==> config.mk <==
export PLATFORM = sky130hd
export DESIGN_NAME = cmp_result_monitor
export DESIGN_NICKNAME = d
export VERILOG_FILES = /design/src/rtl/cmp_result_monitor.sv
export SDC_FILE = /design/constraint.sdc
export NUM_CORES = 1
export LEC_CHECK = 0
export BUFFER_PORTS_ARGS = -buffer_cell sky130_fd_sc_hd__buf_2
export CORE_ASPECT_RATIO = 1.2
export CORE_MARGIN = 5
export CORE_UTILIZATION = 52
export CTS_BUF_LIST = sky130_fd_sc_hd__clkbuf_4 sky130_fd_sc_hd__clkbuf_8 sky130_fd_sc_hd__clkbuf_16
export DETAILED_ROUTE_END_ITERATION = 8
export PLACE_DENSITY = 0.81
export REMOVE_ABC_BUFFERS = 1
export SYNTH_ARGS = -nofsm -noshare
export SYNTH_HDL_FRONTEND = slang
export SYNTH_SLANG_ARGS = --single-unit
==> constraint.sdc <==
create_clock -name clk -period 3.9 [get_ports clk]
set_input_delay 0.195 -clock clk [delete_from_list [all_inputs] [get_ports clk]]
set_output_delay 0.195 -clock clk [all_outputs]
set_load 0.02 [all_outputs]
==> src/rtl/cmp_result_monitor.sv <==
// Debounces the comparator ">=" condition into a registered alarm with hysteresis,
// counts accepted ge/lt samples (saturating) and flags non-one-hot comparator outputs.
module cmp_result_monitor #(
    parameter int ASSERT_LEN  = 3,
    parameter int RELEASE_LEN = 2,
    parameter int CNT_W       = 8
) (
    input  logic             clk,
    input  logic             reset,
    input  logic             clear,
    input  logic             valid_in,
    input  logic             g_in,
    input  logic             eq_in,
    input  logic             l_in,
    output logic             alarm,
    output logic             alarm_rise,
    output logic             alarm_fall,
    output logic             flag_err,
    output logic [7:0]       run_len,
    output logic [CNT_W-1:0] ge_count,
    output logic [CNT_W-1:0] lt_count
);

    // state     | meaning
    // BELOW     | alarm off, no ">=" run in progress
    // ARMING    | alarm off, counting consecutive ">=" samples
    // ACTIVE    | alarm on, no "<" run in progress
    // RELEASING | alarm on, counting consecutive "<" samples
    typedef enum logic [1:0] {BELOW, ARMING, ACTIVE, RELEASING} state_t;

    localparam logic [7:0] ASSERT_LEN_8  = 8'(ASSERT_LEN);
    localparam logic [7:0] RELEASE_LEN_8 = 8'(RELEASE_LEN);

    state_t           state_q, state_d;
    logic [7:0]       run_len_q, run_len_d;
    logic [CNT_W-1:0] ge_count_q, ge_count_d;
    logic [CNT_W-1:0] lt_count_q, lt_count_d;
    logic             alarm_q, alarm_d;
    logic             rise_q, rise_d;
    logic             fall_q, fall_d;
    logic             err_q, err_d;

    logic       one_hot;
    logic       accept;
    logic       is_ge;
    logic [7:0] run_inc;

    assign one_hot = (g_in & ~eq_in & ~l_in) | (~g_in & eq_in & ~l_in) | (~g_in & ~eq_in & l_in);
    assign accept  = valid_in & ~clear & one_hot;
    assign is_ge   = g_in | eq_in;
    assign run_inc = run_len_q + 8'd1;

    always_ff @(posedge clk or posedge reset) begin
        if (reset) begin
            state_q   <= BELOW;
            run_len_q <= 8'd0;
        end else begin
            state_q   <= state_d;
            run_len_q <= run_len_d;
        end
    end

    always_comb begin
        state_d   = state_q;
        run_len_d = run_len_q;
        if (clear) begin
            state_d   = BELOW;
            run_len_d = 8'd0;
        end else if (accept) begin
            case (state_q)
                BELOW: begin
                    if (is_ge) begin
                        if (ASSERT_LEN_8 == 8'd1) begin
                            state_d   = ACTIVE;
                            run_len_d = 8'd0;
                        end else begin
                            state_d   = ARMING;
                            run_len_d = 8'd1;
                        end
                    end else begin
                        run_len_d = 8'd0;
                    end
                end
                ARMING: begin
                    if (is_ge) begin
                        if (run_inc == ASSERT_LEN_8) begin
                            state_d   = ACTIVE;
                            run_len_d = 8'd0;
                        end else begin
                            run_len_d = run_inc;
                        end
                    end else begin
                        state_d   = BELOW;
                        run_len_d = 8'd0;
                    end
                end
                ACTIVE: begin
                    if (!is_ge) begin
                        if (RELEASE_LEN_8 == 8'd1) begin
                            state_d   = BELOW;
                            run_len_d = 8'd0;
                        end else begin
                            state_d   = RELEASING;
                            run_len_d = 8'd1;
                        end
                    end
                end
                RELEASING: begin
                    if (!is_ge) begin
                        if (run_inc == RELEASE_LEN_8) begin
                            state_d   = BELOW;
                            run_len_d = 8'd0;
                        end else begin
                            run_len_d = run_inc;
                        end
                    end else begin
                        state_d   = ACTIVE;
                        run_len_d = 8'd0;
                    end
                end
                default: begin
                    state_d   = BELOW;
                    run_len_d = 8'd0;
                end
            endcase
        end
    end

    // Pulses are derived from the next alarm value so they line up with alarm itself.
    always_comb begin
        alarm_d = (state_d == ACTIVE) || (state_d == RELEASING);
        rise_d  = alarm_d & ~alarm_q;
        fall_d  = ~alarm_d & alarm_q & ~clear;
        err_d   = valid_in & ~clear & ~one_hot;
    end

    always_comb begin
        ge_count_d = ge_count_q;
        lt_count_d = lt_count_q;
        if (clear) begin
            ge_count_d = '0;
            lt_count_d = '0;
        end else if (accept) begin
            if (is_ge && (ge_count_q != '1))
                ge_count_d = ge_count_q + CNT_W'(1);
            if (!is_ge && (lt_count_q != '1))
                lt_count_d = lt_count_q + CNT_W'(1);
        end
    end

    always_ff @(posedge clk or posedge reset) begin
        if (reset) begin
            ge_count_q <= '0;
            lt_count_q <= '0;
            alarm_q    <= 1'b0;
            rise_q     <= 1'b0;
            fall_q     <= 1'b0;
            err_q      <= 1'b0;
        end else begin
            ge_count_q <= ge_count_d;
            lt_count_q <= lt_count_d;
            alarm_q    <= alarm_d;
            rise_q     <= rise_d;
            fall_q     <= fall_d;
            err_q      <= err_d;
        end
    end

    assign alarm      = alarm_q;
    assign alarm_rise = rise_q;
    assign alarm_fall = fall_q;
    assign flag_err   = err_q;
    assign run_len    = run_len_q;
    assign ge_count   = ge_count_q;
    assign lt_count   = lt_count_q;

endmodule

==> flow_summary.toml <==
[detailed_routing]
detail_route.iter0.violations = 67
postRouteWirelength_um = 3640
drc_errors = 0
vias_per_cell = 5.67
ant_nets = 0
dr.pass1.iters = 6
wl_per_cell_um = 14.3
via_count = 1446

[place]
dpl.hpwl_um = 2610
place_inst = 246
portBuffers = 34
gp_congestion = 0.897

[synthesis]
syn-cell-area_um2 = 1740
syn-instance-count = 182
yosys-top-cells-area = "dfrtp_1 (43%), xor2_1 (6.1%), nor2_1 (4.5%)"
yosysUniqueCellTypes = 40
async_flop_share_pct = 100
postSynthAreaPerCell_um2 = 9.54
synth-edff-count = 0
synth_top_area_share_pct = 43.3
yosys_warnings = 0
synth-main-ff-cell = "dfrtp_1"
ys_seq_elements = 30
yosysTopAreaCell = "dfrtp_1"
ys_seq_area_share_pct = 43.3

[setup_path]
worst_ep_required_time_ns = 4.06
crit_type = "reg -> reg"
path_max_fanout = 9
slowest_delay_ns = 0.48
startpoint_type = "register"
cp_top_family = "simple AND/OR/NAND/NOR gates"
arrival_ns = 2.34
slowest_stage = "dfrtp_1"
endpoint_kind = "register"
crit_buf_inv = 0
cp_cell_sequence = "ha_1 > and3_4 > or3_1 > a21oi_2 > a31oi_1 > nor2_1 > o31ai_1"

[final_layout]
num_antenna_cells = 0
final_nets = 229
stdcell_count = 255
fin_util_pct = 62.1
drive_above_1_share_pct = 25.2
area_growth_pct = 17.3
final_cell_mix = "buf_2 (34), dfrtp_1 (30), nor2_1 (21)"
fill_cells = 295
final_common_cell = "buf_2"

[run_status]
outcome = "finished clean"

[timing]
fin_tns_setup_ns = 0
whs_ns = 0.312
worstMarginPinSlew_ns = 0.451
drv_slew = 0
finalHoldViolations = 0
fmax_mhz = 458
finClkSkew_ns = 0.00271
grt_setup_unrepaired = "no"
fin_crit_ns = 2.18
finalCritPeriodShare_pct = 56.0
setup_violations = 0
max-slew-margin-rel_pct = 69.9

[power_and_ir_drop]
power_leakage_uw = 0.000989
power.density_nw_per_um2 = 327
power.share.sequential_pct = 47.9
total_power_uw = 666
switchingPower_uw = 151
internal_power_uw = 516
pwr-share-clk_pct = 45.8
pwr-share-comb_pct = 6.3
irDropWorstVdd_mv = 0.253
sw_frac_of_total_pct = 22.6

[clocking]
cts.sinks = 30
htreeDepth = 2
clk_pin_slew_ns = 0.06
clk_path_buf_depth = 2
clk_latency_ns = 0.28
cts_buffers = 5
ctsHoldBuffers = 1
cts_tree = "yes"
cts_root_buf = "clkbuf_8"
post_cts_buffers = 0
cts_resized = 0

[die]
initial_core_util_pct = 52.9
fp.dieH_um = 73.3
die_w_um = 62.7
io_pins = 35
dieArea_um2 = 4600
core-area_um2 = 3280
fp-row-count = 23

[global_route]
grt_pass1_vias = 1390
grt_pass1_wl_um = 6400
grt_max_degree = 31
antenna_found_initial = 0
grt_overflow = 0
grt_usage_pct = 17.3

[job]
cap_violations = 0

[hold_path]
holdCritPathClass = "in -> reg"
==> worst register-to-register path: cells and delay by family, from the launching register on <==
kind            cells  cell delay [ns]
fa+ha+maj           1             0.30
simple gates        3             0.76
flops               1             0.48
compound gates      3             0.52
==> power by group through the flow <==
stage	sequential (µW)	clock, µW	combinational [µW]
2_1_floorplan	326	0	22.2
3_3_place_gp	324	0	41.8
3_5_place_dp	325	0	42.2
4_1_cts	319	315	43.2
5_1_grt	319	332	47.7
6_report	319	305	42.3
==> state kept, by name (all words and copies together), names as in the netlist <==
register,cells
lt_count,8
ge_count,8
run_len,8
alarm_fall,1
alarm,1
alarm_rise,1
flag_err,1
state_q,2
==> Yosys cell counts (2+ instances only) <==
master,n
or3_1,3
inv_1,4
nor3_1,3
xnor2_1,4
a21oi_1,3
or2_2,2
and3_1,3
nand3_1,9
a31oi_1,2
a41oi_1,3
clkbuf_1,3
o21ai_0,9
buf_2,4
xor2_1,12
nand2_1,17
nor2_1,21
and4_1,3
nand4_1,9
mux2i_1,2
ha_1,5
o31ai_1,4
a21oi_2,2
o221ai_1,2
and2_1,8
dfrtp_1,30
==> kinds of logic (layout without fill, tap and decap cells) <==
group                    after synthesis  after routing  share of synthesized area (%)
flip-flops                            30             30                           43.3
XOR/XNOR                              17             17                           9.01
AO/OA/AOI/OAI                         32             32                           14.0
adder cells (fa/ha/maj)                5              5                           3.60
multiplexers                           2              2                           1.15
buffers and inverters                 12             48                           3.32
AND/OR/NAND/NOR                       84             84                           25.7
==> worst paths after layout <==
| path | startpoint | to | slack (ns) | cells past startpoint |
|---|---|---|---|---|
| min | eq_in | flag_err | 0.31 | 3 |
| max in group asynchronous | reset | run_len[5] | 3.09 | 4 |
| max | run_len[0] | run_len[6] | 1.72 | 7 |
| min in group asynchronous | reset | ge_count[4] | 0.53 | 4 |
| min reg2reg | alarm | alarm_rise | 0.47 | 1 |
| max reg2reg | run_len[0] | run_len[6] | 1.72 | 7 |
==> metal layers <==
layer,GRT usage (%),routed length [µm],part of all wire (%),vias up
met1,21.2,1630,45,688
met2,28.7,1760,48,35
met5,0,0,0,-
li1,-,-,-,717
met4,6.13,46,1.3,0
met3,5.96,202,5.6,6
==> final cells by class <==
class	instances	area [µm²]	area share, %
clock inverters	3	40.0	1.97
flip-flops and latches	30	751	36.9
clock buffers	5	68.8	3.38
well taps	37	46.3	2.27
multi-input cells	140	927	45.5
repair buffers	36	188	9.22
inverters	4	15.0	0.738
==> through the flow <==
stage / area [µm²] / setup slack, ns
3_5_place_dp: 1920 / 1.76
5_1_grt: 2040 / 1.57
2_1_floorplan: 1690 / 1.81
4_1_cts: 2040 / 1.75
6_report: 2040 / 1.72
3_3_place_gp: 1920 / 1.82
(Power assumes the default switching activity.)
